[src/rtl/upload_pkg.sv]
// Shared encodings for the message upload path: flit control codes,
// coherence command codes and the serializer state enum.
package upload_pkg;

    typedef enum logic [1:0] {
        CTRL_IDLE = 2'b00,
        CTRL_HEAD = 2'b01,
        CTRL_BODY = 2'b10,
        CTRL_TAIL = 2'b11
    } ctrl_e;

    typedef enum logic [4:0] {
        CMD_WBREQ    = 5'b00011,
        CMD_INVREQ   = 5'b00100,
        CMD_FLUSHREQ = 5'b00101,
        CMD_SCINVREQ = 5'b00110
    } cmd_e;

    typedef enum logic {
        ST_IDLE = 1'b0,
        ST_SEND = 1'b1
    } state_e;

endpackage

[src/rtl/sharer_pick.sv]
// Lowest-set-bit priority encoder over the remaining sharer vector.
module sharer_pick #(
    parameter int NODES = 4,
    parameter int IDX_W = 2
) (
    input  logic [NODES-1:0] i_vec,
    output logic [IDX_W-1:0] o_idx,
    output logic             o_found
);

    // NOTE: every output of a combinational block gets a default first so
    // no path leaves it unassigned, which would otherwise infer a latch.
    always_comb begin
        o_idx   = '0;
        o_found = 1'b0;
        // Scan high to low so the lowest set bit is the last one written.
        for (int i = NODES - 1; i >= 0; i--) begin
            if (i_vec[i]) begin
                o_idx   = IDX_W'(i);
                o_found = 1'b1;
            end
        end
    end

endmodule

[src/rtl/msg_upload_serializer.sv]
// Serializes a parallel coherence message into head/body/tail flits, replicating
// it once per sharer (with the head destination rewritten) for invalidations.
module msg_upload_serializer
    import upload_pkg::*;
#(
    parameter int FLIT_W    = 16,
    parameter int MAX_FLITS = 11,
    parameter int NODES     = 4,
    parameter int DEST_LSB  = 12
) (
    input  logic                             clk,
    input  logic                             rst,
    input  logic                             msg_valid,
    output logic                             msg_ready,
    input  logic [FLIT_W*MAX_FLITS-1:0]      msg_flits,
    input  logic [$clog2(MAX_FLITS+1)-1:0]   msg_len,
    input  logic                             msg_multicast,
    input  logic [NODES-1:0]                 msg_inv_ids,
    output logic [FLIT_W-1:0]                out_flit,
    output logic [1:0]                       out_ctrl,
    output logic                             out_valid,
    input  logic                             out_ready,
    output logic                             busy
);

    localparam int LEN_W  = $clog2(MAX_FLITS + 1);
    localparam int IDX_W  = (MAX_FLITS > 1) ? $clog2(MAX_FLITS) : 1;
    localparam int DEST_W = (NODES > 1) ? $clog2(NODES) : 1;
    localparam logic [LEN_W-1:0] MAX_LEN = LEN_W'(MAX_FLITS);

    state_e              r_state, w_state_next;
    logic [FLIT_W-1:0]   r_flit_mem [MAX_FLITS];
    logic [LEN_W-1:0]    r_len, r_idx, w_len_eff;
    logic                r_multicast;
    logic [NODES-1:0]    r_ids, w_ids_rest;
    logic [DEST_W-1:0]   w_node;
    logic                w_found, w_accept, w_fire, w_last, w_more;
    logic [FLIT_W-1:0]   w_flit;
    ctrl_e               w_ctrl;

    sharer_pick #(.NODES(NODES), .IDX_W(DEST_W)) u_pick (
        .i_vec   (r_ids),
        .o_idx   (w_node),
        .o_found (w_found)
    );

    assign w_accept = msg_valid && (r_state == ST_IDLE);
    assign w_fire   = (r_state == ST_SEND) && out_ready;
    assign w_last   = (r_idx == r_len - LEN_W'(1));
    assign w_more   = r_multicast && (|w_ids_rest);

    always_comb begin
        w_len_eff = msg_len;
        if (msg_len == '0)
            w_len_eff = LEN_W'(1);
        else if (msg_len > MAX_LEN)
            w_len_eff = MAX_LEN;
    end

    always_comb begin
        w_ids_rest = r_ids;
        if (w_found)
            w_ids_rest[w_node] = 1'b0;
    end

    always_comb begin
        w_state_next = r_state;
        case (r_state)
            ST_IDLE: if (w_accept && (!msg_multicast || (|msg_inv_ids)))
                         w_state_next = ST_SEND;
            ST_SEND: if (w_fire && w_last && !w_more)
                         w_state_next = ST_IDLE;
            default: w_state_next = ST_IDLE;
        endcase
    end

    // NOTE: sequential state uses non-blocking assignments so every register
    // samples the pre-edge values, independent of statement order.
    always_ff @(posedge clk or posedge rst) begin
        if (rst)
            r_state <= ST_IDLE;
        else
            r_state <= w_state_next;
    end

    always_ff @(posedge clk or posedge rst) begin
        if (rst) begin
            r_len       <= '0;
            r_idx       <= '0;
            r_multicast <= 1'b0;
            r_ids       <= '0;
        end else if (w_accept) begin
            r_len       <= w_len_eff;
            r_idx       <= '0;
            r_multicast <= msg_multicast;
            r_ids       <= msg_multicast ? msg_inv_ids : '0;
        end else if (w_fire) begin
            if (w_last) begin
                r_idx <= '0;
                if (r_multicast)
                    r_ids <= w_ids_rest;
            end else begin
                r_idx <= r_idx + LEN_W'(1);
            end
        end
    end

    // NOTE: the payload buffer is deliberately not reset; it is only read in
    // SEND, which is reachable solely through a capture that overwrites it.
    always_ff @(posedge clk) begin
        if (w_accept) begin
            for (int k = 0; k < MAX_FLITS; k++)
                r_flit_mem[k] <= msg_flits[k*FLIT_W +: FLIT_W];
        end
    end

    always_comb begin
        w_flit = r_flit_mem[r_idx[IDX_W-1:0]];
        if (r_multicast && (r_idx == '0))
            w_flit[DEST_LSB +: DEST_W] = w_node;
        if (w_last)
            w_ctrl = CTRL_TAIL;
        else if (r_idx == '0)
            w_ctrl = CTRL_HEAD;
        else
            w_ctrl = CTRL_BODY;
    end

    // Outputs decode from state alone so an asynchronous reset idles them at once.
    assign out_valid = (r_state == ST_SEND);
    assign out_flit  = out_valid ? w_flit : '0;
    assign out_ctrl  = out_valid ? w_ctrl : CTRL_IDLE;
    assign msg_ready = (r_state == ST_IDLE);
    assign busy      = (r_state != ST_IDLE);

endmodule

[config.mk]
export PLATFORM = sky130hd
export DESIGN_NAME = msg_upload_serializer
export DESIGN_NICKNAME = d
export VERILOG_FILES = /design/src/rtl/upload_pkg.sv /design/src/rtl/sharer_pick.sv /design/src/rtl/msg_upload_serializer.sv
export SDC_FILE = /design/constraint.sdc
export NUM_CORES = 1
export LEC_CHECK = 0
export BUFFER_PORTS_ARGS = -buffer_cell sky130_fd_sc_hd__buf_2
export CELL_PAD_IN_SITES_DETAIL_PLACEMENT = 1
export CELL_PAD_IN_SITES_GLOBAL_PLACEMENT = 1
export CORE_MARGIN = 4
export CORE_UTILIZATION = 39
export CTS_BUF_LIST = sky130_fd_sc_hd__clkbuf_4 sky130_fd_sc_hd__clkbuf_8 sky130_fd_sc_hd__clkbuf_16
export DETAILED_ROUTE_END_ITERATION = 16
export PLACE_DENSITY_LB_ADDON = 0.1
export SLEW_MARGIN = 20
export SYNTH_ARGS = -nofsm -noshare
export SYNTH_HDL_FRONTEND = slang
export SYNTH_SLANG_ARGS = --single-unit
[constraint.sdc]
create_clock -name clk -period 5.7 [get_ports clk]
set_input_delay 1.14 -clock clk [delete_from_list [all_inputs] [get_ports clk]]
set_output_delay 1.14 -clock clk [all_outputs]
set_load 0.01 [all_outputs]
* After elaboration in Yosys (flattened, before gate mapping) *
Memory sizes are Yosys's and may differ from the RTL's.
Index checks and enable logic that the tools add are counted.

cells by class
  add/subtract/negate cells = 2
  $lt $le $gt $ge = 3
  equality and inequality tests = 1
  multiplexer cells = 31
  bitwise gates (word level) = 3
  reduce and logical (&&, ||, !) cells = 19

operators by type and width
  cell                 count
  $mux 4               11
  $mux 16              1
  $mux 2               8
  $mux 1               9
  $logic_and 1x1->1    8
  $logic_not 4->1      2
  $reduce_or 4->1      2
  $reduce_bool 2->1    3
  $add 4x1->4 const B  1
  $and 4x4->4          1
  $eq 4x4->1           1
  $gt 4x4->1 const B   1
  $not 4->4            1
  $sub 4x1->4 const B  1
  $lt 2x3->1 const B   1
  $reduce_and 3->1     1
  $demux 1 s2          1
  $ge 2x1->1 const B   1
  $logic_not 1->1      2
  $pmux 1 s2           1
  $logic_or 1x1->1     1
  $not 1->1            1

word-level totals
  flip-flop bits (word level) = 14
  RAM bits = 176
  input port bits = 189
  output and inout port bits = 21
  logic and storage cells = 65
  memories kept = 1

memories
  memory      words  bits a word  read ports  clocked after Yosys merged registers in  write ports  RTL line                     text
  r_flit_mem  11     16           1           0                                        11           msg_upload_serializer.sv:32  logic [FLIT_W-1:0] r_flit_mem [MAX_FLITS];

* Depth between registers and ports, before layout *
Gate-level depths: netlist (run 1).

  word-level depth = 17
  depth in mapped cells = 9
  depth with buffers taken out = 6

* Modules after synthesis *
A second synthesis (run 1) with hierarchy kept.

second synthesis, totals
  cells, all modules = 441
  area, all modules = 7,807.5 um2

by module, submodules not included
  module                 instances  cells each  area an instance (um2)  seq. area each (um2)
  msg_upload_serializer  1          434         7,772.5                 5,635.4
  sharer_pick            1          7           35.0                    0.0

* Worst setup path before layout (run 1) *
Ideal clock, no wire load.

  kind = in2reg
  from = input port msg_valid
  to = register r_ids[1]
  setup time = 0.121 ns
  arrival = 6.237 ns
  data required time = 5.579 ns
  setup slack = -0.658 ns
  stages on the path = 5
  buffers on the path = 0
  cell sequence = nand2_1 > clkinv_1 > and3_1 > a21oi_1 > a21oi_1

between the ends
  longest elaborated chain between the ends = 3
  elaborated cells on any way between the ends = 6
  those cells by class = mux: 1; reduce/logical: 5

ends and longest elaborated chain
  item                         RTL line                      text
  from (decl)                  msg_upload_serializer.sv:13   input logic msg_valid,
  $logic_and 1x1->1 *          msg_upload_serializer.sv:47   assign w_accept = msg_valid && (r_state == ST_IDLE);
  net w_accept                 msg_upload_serializer.sv:37   logic w_found, w_accept, w_fire, w_last, w_more;
  $reduce_bool 2->1 (no line)  n/a
  $reduce_and 3->1 (no line)   n/a
  to (signal assigned)         msg_upload_serializer.sv:96   r_ids <= msg_multicast ? msg_inv_ids : '0;
  to (signal assigned)         msg_upload_serializer.sv:101  r_ids <= w_ids_rest;
  to (decl)                    msg_upload_serializer.sv:35   logic [NODES-1:0] r_ids, w_ids_rest;

Mark *: on every way through the listed nets, which the timed path passes. The rest lies on a longest branch.
A chain may end at the register's enable or synchronous reset.

* Final worst setup path (run 1) *
  from = register r_idx[0]
  to = output port out_flit[1]

between the ends
  longest elaborated chain between the ends = 2

ends and longest elaborated chain
  item                    RTL line                      text
  from (decl)             msg_upload_serializer.sv:33   logic [LEN_W-1:0] r_len, r_idx, w_len_eff;
  from (signal assigned)  msg_upload_serializer.sv:103  r_idx <= r_idx + LEN_W'(1);
  $mem_v2 11x16           n/a
  $mux 16                 msg_upload_serializer.sv:131  assign out_flit = out_valid ? w_flit : '0;
  to (decl)               msg_upload_serializer.sv:19   output logic [FLIT_W-1:0] out_flit,

Every way passes these cells.

==> impl_metrics.toml, run 1 <==
[floorplanning]
initial_core_util = 0.3967
core_mm2 = 0.01946
rows = 51
ios = 210
die_y_um = 148.7
die-area_mm2 = 0.02211
die_x_um = 148.7

[timing]
rsz0062_at_grt = "no"
max_clock_freq_ghz = 0.2340
finClkSkew_ns = 0.01322
max_slew_margin = 0.3313
setup_viol_count_final = 0
tns_ns = 0
finalCritPeriodShare = 0.7498
tightest_slew_ns = 1.003
whs_ns = 0.5067
fin_crit_ns = 4.274
slew_viol_final = 0
finalHoldViolCount = 0

[worst_setup_path]
crit_chain = "mux4_2, and2_1, a211oi_1, a211oi_1, buf_2"
cp_num_buf_inv = 1
critPathMostFrequentCell = "a211oi_1"
cp.arrival_ns = 3.13
critical_path_class = "reg2out"
worstPathRequired_ns = 4.56
cpLargestDelayFamily = "flip-flops"
crit_fanout = 50
cp_num_cells = 5
max_stage_delay_ns = 1.08
end_kind = "output port"
start_kind = "flip-flop"
cp_slowest_cell = "dfrtp_4"
r2r_cells = 4

[logic_synthesis]
ys_ff_latch = 190
syn_area_mm2 = 0.007720
synth_edf_count = 176
ys_seq_area_frac = 0.7300
synth.avg_cell_area_um2 = 17.87
syn-num-nets = 624
synth-async-reset-ratio = 0.07368
synthesis.instances = 432
ys.warnings.count = 0
synth_cell_types = 45
synth_flop_cell = "edfxtp_1"

[routing]
antenna_left = 0
dr_wl_met2_um = 10100
first_pass_iters = 4
drt_iter0_markers = 287
wl_per_cell_um = 21.93
wl_met3_um = 1292
routed_via_density = 4.977
num_vias = 4564
met1_length_um = 8500
drc = 0
drt-total-wl_um = 20110
topRoutingLayerUsed = "met5"

[global_routing]
grt_usage = 0.1876
antenna_found_initial = 2
grt_pass1_wl_um = 30410
grt_overflow = 0
grt_pass1_vias = 5093
grt_max_degree = 124

[cts]
ctsRootBufferMaster = "clkbuf_16"
insertion_delay_ns = 0.44
htreeDepth = 4
ctsResizeCount = 0
cts_buffer_depth = 2
numCtsBuffers = 17
clk_pin_slew_worst_paths_ns = 0.07
cts_setup_buffers = 0
cts_tree = "done"
holdBufCountCts = 0
cts_sinks = 190

[min_path]
min_path_type = "reg2reg"
whs_path_depth = 2

[flow_run]
max_cap_violations = 0

[placed_design]
routabilityCongestion = 0.7630
post-dp-hpwl_um = 14490
port_buffers = 209

[cells_and_area]
area_growth_pct = 24.34
drive_gt1_frac = 0.4338
nets = 829
num-fill-cells = 1945

[power_and_ir_drop]
irDropWorstVdd_mv = 0.2318
leakage_nw = 3.608
cellPowerDensity_mw_per_mm2 = 462.2

[status]
status = "finished clean"
cell families after synthesis:
kind of cell / synth area share
xor gates and xnor gates: 0.007618
muxes: 0.1182
AOI/OAI and AO/OA: 0.06581
DFF: 0.7300
adders and majority gates: 0.006159
and+or+nand+nor: 0.04506
buffers and inverters: 0.02723
worst reg2reg max path, stage by stage (launching register included):
cell     delay, ns
dfrtp_1       0.52
inv_1         0.65
nand2_1       0.59
inv_6         0.48
buf_16        0.39
Yosys cell counts (2+ instances only):
master | number | area [um2]
a211oi_1 | 29 | 217.7
a21oi_1 | 10 | 50.05
a22o_1 | 2 | 17.52
and2_1 | 15 | 93.84
and3_1 | 4 | 25.02
buf_12 | 2 | 40.04
buf_2 | 7 | 35.03
buf_4 | 3 | 22.52
buf_6 | 3 | 33.78
clkbuf_1 | 11 | 41.29
dfrtp_1 | 14 | 350.3
edfxtp_1 | 176 | 5285
ha_1 | 3 | 37.54
inv_1 | 8 | 30.03
mux2i_1 | 18 | 180.2
mux4_2 | 32 | 720.7
nand2_1 | 30 | 112.6
nand2b_1 | 2 | 12.51
nand3_1 | 6 | 30.03
nor2_1 | 6 | 22.52
nor3_1 | 4 | 20.02
o21ai_0 | 20 | 100.1
o2bb2ai_1 | 3 | 26.28
xnor2_1 | 3 | 26.28
final timing paths:
kind	from	to	slack, ns
min in group asynchronous	rst	r_ids[0]	0.76
setup reg to reg	busy	r_flit_mem[3][8]	2.66
setup / recovery	r_idx[0]	out_flit[1]	1.43
max in group asynchronous	rst	r_idx[0]	4.48
hold / removal	r_len[3]	r_len[3]	0.51
hold reg to reg	r_len[3]	r_len[3]	0.51
layout make-up:
class	count	area, um2	share of cell area
flip-flops and latches	190	5640	0.5876
multi-input cells	206	1874	0.1953
repair buffers	213	1109	0.1155
clock buffers	17	425.4	0.04432
well taps	265	331.6	0.03454
clock inverters	15	175.2	0.01825
inverters	9	38.79	0.004041
diodes	2	5.005	0.0005214
per-stage QoR:
step                utilization  setup slack [ns]  area [um2]  instances  power [mW]
floorplan                     -             1.672        7721        432       2.873
global placement         0.4607             1.839        8966        882       3.263
detailed placement       0.4607             1.818        8966        882       3.289
CTS                      0.4915             1.347        9567        914       4.495
global route             0.4931             1.195        9597        916       4.693
finish                   0.4932             1.426        9599        917       4.437
per-layer routing:
layer,track usage,up-vias
li1,-,2131
met1,0.2406,2279
met2,0.3158,136
met3,0.06185,16
met4,0.03695,2
met5,0,-
state kept, by name (all words and copies together), names as in the netlist:
signal,count
r_ids,4
r_flit_mem,176
r_len,4
busy,1
r_multicast,1
r_idx,4
cells in the final DEF (no fill, tap or decap), types with 2 or more instances in the layout:
master / synthesis / final
mux4_2: 32 / 32
clkinvlp_4: 0 / 2
buf_4: 3 / 2
diode_2: 0 / 2
a211oi_1: 29 / 29
inv_1: 8 / 8
dfrtp_1: 14 / 12
buf_2: 7 / 209
nand2b_1: 2 / 2
a21oi_1: 10 / 10
inv_8: 0 / 3
clkinv_8: 0 / 3
o21ai_0: 20 / 20
and3_1: 4 / 4
o2bb2ai_1: 3 / 3
ha_1: 3 / 3
clkinv_4: 0 / 2
edfxtp_1: 176 / 176
mux2i_1: 18 / 18
nand3_1: 6 / 6
clkbuf_16: 0 / 17
nand2_1: 30 / 30
nor3_1: 4 / 4
a22o_1: 2 / 2
nor2_1: 6 / 6
inv_6: 0 / 4
xnor2_1: 3 / 3
and2_1: 15 / 15
report_power, final:
group	leakage (nW)	total [mW]	internal (mW)	switching, mW
logic	1.53	1.24	0.574	0.669
registers	1.79	2.00	1.79	0.207
clock network	0.286	1.20	0.626	0.572
Power figures use the tool's default switching activity.
==> inputs of run 2 (changes only) <==
--- a/config.mk
+++ b/config.mk
@@ -5,11 +5,12 @@
 export SDC_FILE = /design/constraint.sdc
 export NUM_CORES = 1
 export LEC_CHECK = 0
+export ABC_AREA = 1
 export BUFFER_PORTS_ARGS = -buffer_cell sky130_fd_sc_hd__buf_2
 export CELL_PAD_IN_SITES_DETAIL_PLACEMENT = 1
 export CELL_PAD_IN_SITES_GLOBAL_PLACEMENT = 1
 export CORE_MARGIN = 4
-export CORE_UTILIZATION = 39
+export CORE_UTILIZATION = 37
 export CTS_BUF_LIST = sky130_fd_sc_hd__clkbuf_4 sky130_fd_sc_hd__clkbuf_8 sky130_fd_sc_hd__clkbuf_16
 export DETAILED_ROUTE_END_ITERATION = 16
 export PLACE_DENSITY_LB_ADDON = 0.1
==> constraint.sdc (replaced) <==
create_clock -name clk -period 3.82 [get_ports clk]
set_input_delay 0.764 -clock clk [delete_from_list [all_inputs] [get_ports clk]]
set_output_delay 0.764 -clock clk [all_outputs]
set_load 0.01 [all_outputs]
==> run 2 against run 1 <==
Register-to-register slack got worse by 1.3 ns; sequential share of layout area fell by 1.6 points; synthesized cell count rose by 47%; global-route usage rose by 0.97 points; non-clock buffer count rose by 10; hold slack got worse by 0.073 ns; critical path type unchanged; largest power group unchanged.
==> impl_metrics.toml, run 2 <==
[cts]
cts_setup_buffers = 0
cts_tree = "done"
numCtsBuffers = 17
holdBufCountCts = 0
htreeDepth = 4
cts_sinks = 190
insertion_delay_ns = 0.44
clk_pin_slew_worst_paths_ns = 0.07
cts_buffer_depth = 2
ctsRootBufferMaster = "clkbuf_16"
ctsResizeCount = 0

[floorplanning]
die_y_um = 154.3
core_mm2 = 0.02102
die_x_um = 154.3
initial_core_util = 0.3768
ios = 210
rows = 53
die-area_mm2 = 0.02381

[timing]
max_slew_margin = 0.5408
fin_crit_ns = 3.120
finalCritPeriodShare = 0.8166
tns_ns = 0
finalHoldViolCount = 0
slew_viol_final = 0
max_clock_freq_ghz = 0.3206
finClkSkew_ns = 0.009519
rsz0062_at_grt = "no"
setup_viol_count_final = 0
tightest_slew_ns = 0.6880

[global_routing]
grt_max_degree = 59
grt_pass1_vias = 6245
grt_overflow = 0
antenna_found_initial = 0
grt_pass1_wl_um = 35710
grt_usage = 0.1973

[power_and_ir_drop]
swShare = 0.3862
sequentialPowerShare = 0.374
p_switching_mw = 2.840
p_total_mw = 7.353
power_frac_clock = 0.257
cellPowerDensity_mw_per_mm2 = 746.2
p_comb_frac = 0.369
intPower_mw = 4.514
irDropWorstVdd_mv = 0.3589
leakage_nw = 3.862

[logic_synthesis]
syn-num-nets = 828
synthesis.instances = 636
ys.warnings.count = 0
ys_top_cells_by_area = "edfxtp_1 67%, dfrtp_1 4.4%, nor2_1 4.1%, nand2_1 4.0%, nand3_1 3.5%"
synth_most_common_cell = "edfxtp_1"
netlist.area_leader.share = 0.6673
ys_seq_area_frac = 0.7115
synth.avg_cell_area_um2 = 12.45
syn_area_mm2 = 0.007920
synth_edf_count = 176
synth_flop_cell = "edfxtp_1"
ys_ff_latch = 190
synth_top_cell_by_area = "edfxtp_1"
synthTopCellsByCount = "176 x edfxtp_1, 87 x nor2_1, 84 x nand2_1"
synth_cell_types = 29
synth-async-reset-ratio = 0.07368

[placed_design]
routabilityCongestion = 0.8360
port_buffers = 209
place_inst = 1094
post-dp-hpwl_um = 16890

[worst_setup_path]
start_kind = "flip-flop"
worstPathRequired_ns = 3.06
crit_fanout = 31
critical_path_class = "reg2out"
end_kind = "output port"
cp.arrival_ns = 2.36

[routing]
wl_per_cell_um = 20.67
first_pass_iters = 4
drt_iter0_markers = 357
drc = 0
routed_via_density = 5.083
num_vias = 5723
antenna_left = 0
drt-total-wl_um = 23280

[cells_and_area]
final_cell_mix = "209 x buf_2, 176 x edfxtp_1, 87 x nor2_1"
largest_reg_flops = 176
mostFrequentLayoutCell = "buf_2"
drive_gt1_frac = 0.3231
regArea_mm2 = 0.005637
utilization = 0.4688
area_growth_pct = 24.42
largest-register = "r_flit_mem"
nets = 1030
num-fill-cells = 2257
fin_cells = 1126
multi_input_area_mm2 = 0.001927
diodes = 0

[status]
status = "finished clean"

[min_path]
min_path_type = "in2async"

[flow_run]
max_cap_violations = 0
-- run 2: changes by cell type after synthesis, moves of 12 or more --
cell	change
mux2i_1	-18
mux4_2	-32
a211oi_1	-29
and2_1	-14
inv_1	+12
nand2_1	+54
o211ai_1	+31
o21ai_0	+20
nor2_1	+81
nand3_1	+50
a21oi_1	+13
o211ai_2	+12
o21ai_1	+26
-- run 2: path summary, 6_finish.rpt --
check,start,to,slack (ns),cells after the start
worst max register to register,busy,r_flit_mem[6][3],1.39,5
min in group clk,msg_flits[100],r_flit_mem[6][4],0.50,1
worst min register to register,r_len[3],r_len[3],0.54,2
worst min-delay path,rst,r_ids[3],0.43,2
max in group asynchronous,rst,r_idx[0],2.91,2
worst max-delay path,r_idx[1],out_flit[13],0.70,8
-- run 2: cell families after synthesis --
group / count (synthesis) / synth area share
adder cells (fa/ha/maj): 3 / 0.004740
flip-flops: 190 / 0.7115
buffers and inverters: 65 / 0.04518
AO/OA/AOI/OAI: 142 / 0.1131
XOR/XNOR: 2 / 0.002212
AND/OR/NAND/NOR: 234 / 0.1232
-- run 2: layer usage --
metal	share of wire	vias up	global-route usage	routed length [um]
li1	-	2711	-	-
met1	0.42	2811	0.2505	9729
met2	0.51	171	0.3342	11800
met3	0.049	30	0.04533	1140
met4	0.026	0	0.06728	601
met5	0	-	0	0
-- run 2: worst max-delay path, stage by stage (launching register included) --
cell and delay, ns:
dfrtp_1 0.40, inv_2 0.33, buf_12 0.25, ha_1 0.17, nand3_1 0.11, nor2_1 0.21, o2111ai_1 0.13, a21oi_1 0.16
buf_2 0.14
-- run 2: power by group through the flow --
stage	clock, mW	sequential, mW	combinational [mW]
after floorplan	0	2.77	1.79
after global routing	2.03	2.77	3.03
after global placement	0	2.79	2.69
final	1.89	2.75	2.71
after detailed placement	0	2.79	2.75
after CTS	1.94	2.75	2.76
-- run 2: layout make-up --
cell class | instances | share of cell area
Clock buffer | 17 | 0.04317
Clock inverter | 15 | 0.02247
Inverter | 25 | 0.01003
Multi-Input combinational cell | 381 | 0.1955
Sequential cell | 190 | 0.5720
Tap cell | 275 | 0.03492
Timing Repair Buffer | 223 | 0.1219
-- run 2: stage by stage --
step	setup slack, ns	instance area, um2	hold WS, ns
global placement	1.191	9208	0.5169
CTS	0.6638	9854	0.4325
global route	0.4793	9854	0.4666
finish	0.7004	9854	0.4333
floorplan	0.2200	7921	0.4746
detailed placement	1.160	9208	0.5300
==> inputs of run 3 (changes only) <==
--- a/config.mk
+++ b/config.mk
@@ -10,7 +10,7 @@
 export CELL_PAD_IN_SITES_DETAIL_PLACEMENT = 1
 export CELL_PAD_IN_SITES_GLOBAL_PLACEMENT = 1
 export CORE_MARGIN = 4
-export CORE_UTILIZATION = 37
+export CORE_UTILIZATION = 41
 export CTS_BUF_LIST = sky130_fd_sc_hd__clkbuf_4 sky130_fd_sc_hd__clkbuf_8 sky130_fd_sc_hd__clkbuf_16
 export DETAILED_ROUTE_END_ITERATION = 16
 export PLACE_DENSITY_LB_ADDON = 0.1
==> constraint.sdc (replaced) <==
create_clock -name clk -period 2.97 [get_ports clk]
set_input_delay 0.594 -clock clk [delete_from_list [all_inputs] [get_ports clk]]
set_output_delay 0.594 -clock clk [all_outputs]
set_load 0.01 [all_outputs]
==> run 3 against run 2 <==
Power up 27%; clock skew up 0.0022 ns; combinational power up 31%; count of clock-buffer cells in the layout up 1; setup slack worse by 0.56 ns; largest power group is now combinational logic.
==> impl_metrics.toml, run 3 (synthesized netlist as in run 2, its figures left out) <==
[status]
status = "finished clean"

[power_and_ir_drop]
swShare = 0.3885
irDropWorstVdd_mv = 0.5364
leakage_nw = 3.852
p_comb_frac = 0.377
power_frac_clock = 0.247
intPower_mw = 5.733
cellPowerDensity_mw_per_mm2 = 955.9
sequentialPowerShare = 0.376
p_switching_mw = 3.642

[cts]
clk_pin_slew_worst_paths_ns = 0.07
numCtsBuffers = 17
cts_tree = "done"
insertion_delay_ns = 0.44
cts_sinks = 190
cts_buffer_depth = 2
holdBufCountCts = 0
ctsRootBufferMaster = "clkbuf_16"
htreeDepth = 4

[floorplanning]
die-area_mm2 = 0.02160
initial_core_util = 0.4206
ios = 210
rows = 50
core_mm2 = 0.01883
die_y_um = 147.0
die_x_um = 147.0

[timing]
fin_crit_ns = 2.832
whs_ns = 0.2233
tightest_slew_ns = 0.6012
setup_viol_count_final = 0
rsz0062_at_grt = "no"
max_slew_margin = 0.5988
finalHoldViolCount = 0
max_clock_freq_ghz = 0.3532
finalCritPeriodShare = 0.9534
finClkSkew_ns = 0.01173
tns_ns = 0
slew_viol_final = 0

[worst_setup_path]
cp.arrival_ns = 2.24
crit_fanout = 47
r2r_slack_ns = 0.76
critical_path_class = "reg2out"
worstPathRequired_ns = 2.38
start_kind = "flip-flop"
end_kind = "output port"

[cells_and_area]
largest_reg_flops = 176
largest-register = "r_flit_mem"
fin_cells = 1111
mostFrequentLayoutCell = "buf_2"
area_growth_pct = 23.82
final_cell_area_mm2 = 0.009807
drive_gt1_frac = 0.3224
final_cell_mix = "209 x buf_2, 176 x edfxtp_1, 87 x nor2_1"
utilization = 0.5208
nets = 1029

[routing]
drc = 0
drt-total-wl_um = 22490
routed_via_density = 5.125
first_pass_iters = 4
drt_iter0_markers = 449
wl_per_cell_um = 20.24
antenna_left = 0
num_vias = 5694

[global_routing]
grt_usage = 0.2096
antenna_found_initial = 1
grt_pass1_vias = 6247
grt_pass1_wl_um = 34600
grt_max_degree = 60
grt_overflow = 0

[placed_design]
place_inst = 1078
post-dp-hpwl_um = 16100
routabilityCongestion = 0.8168
placed_area_mm2 = 0.009181
port_buffers = 209

[min_path]
min_path_type = "in2async"

[flow_run]
max_cap_violations = 0
run 3: cell types whose count changed in the layout (fill, tap and decap cells not counted), sizes merged:
cell and change:
buf -1, bufinv -1, clkbuf +1, clkinvlp -1, diode +1, inv +1
run 3: critical path, stage by stage, from the launching register on:
cell,delay (ns)
dfrtp_2,0.45
inv_2,0.14
buf_12,0.23
nor2_1,0.08
o211ai_1,0.30
nand3_1,0.23
a21oi_1,0.20
buf_2,0.15
run 3: stage by stage:
step                      power, mW  setup slack [ns]
after floorplan               5.850            0.5551
after global placement        7.012            0.5127
after detailed placement      7.130            0.4774
after CTS                     9.476           0.06400
after global routing          9.995           0.02024
final                         9.375            0.1384
run 3: final timing paths:
check,from,to,depth (start not counted)
worst max-delay path,r_idx[0],out_flit[9],7
worst min-delay path,rst,r_len[0],2
worst max register to register,busy,r_ids[3],7
worst min register to register,r_ids[1],r_ids[1],2
max in group asynchronous,rst,r_idx[0],2
min in group clk,msg_flits[87],r_flit_mem[5][7],1
run 3: power groups by stage:
stage / clock network [mW] / logic (mW) / registers, mW
floorplan: 0 / 2.31 / 3.54
global placement: 0 / 3.45 / 3.56
detailed placement: 0 / 3.55 / 3.58
CTS: 2.37 / 3.59 / 3.52
global route: 2.49 / 3.94 / 3.56
finish: 2.31 / 3.54 / 3.52
run 3: what timing repair did:
item / 4_1_cts / 5_1_grt
gates resized for setup: 1 / 5
setup endpoints to repair: 1 / 5
setup buffers: 0 / 0
gates cloned: 0 / 0
run 3: layout make-up:
type                       instances  area (um2)
antenna                            1       2.502
clock inverter                    14       172.7
fill                            2054        9024
multi-input combinational        381        1927
sequential                       190        5637
inverter                          25       101.3
clock buffer                      18       432.9
tap                              260       325.3
timing repair buffer             222        1209
run 3: per-layer routing:
layer	up-vias	routed length [um]	track usage
li1	2718	-	-
met1	2805	9326	0.2721
met2	152	11810	0.3614
met3	19	1042	0.04473
met4	0	308	0.05219
met5	-	0	0
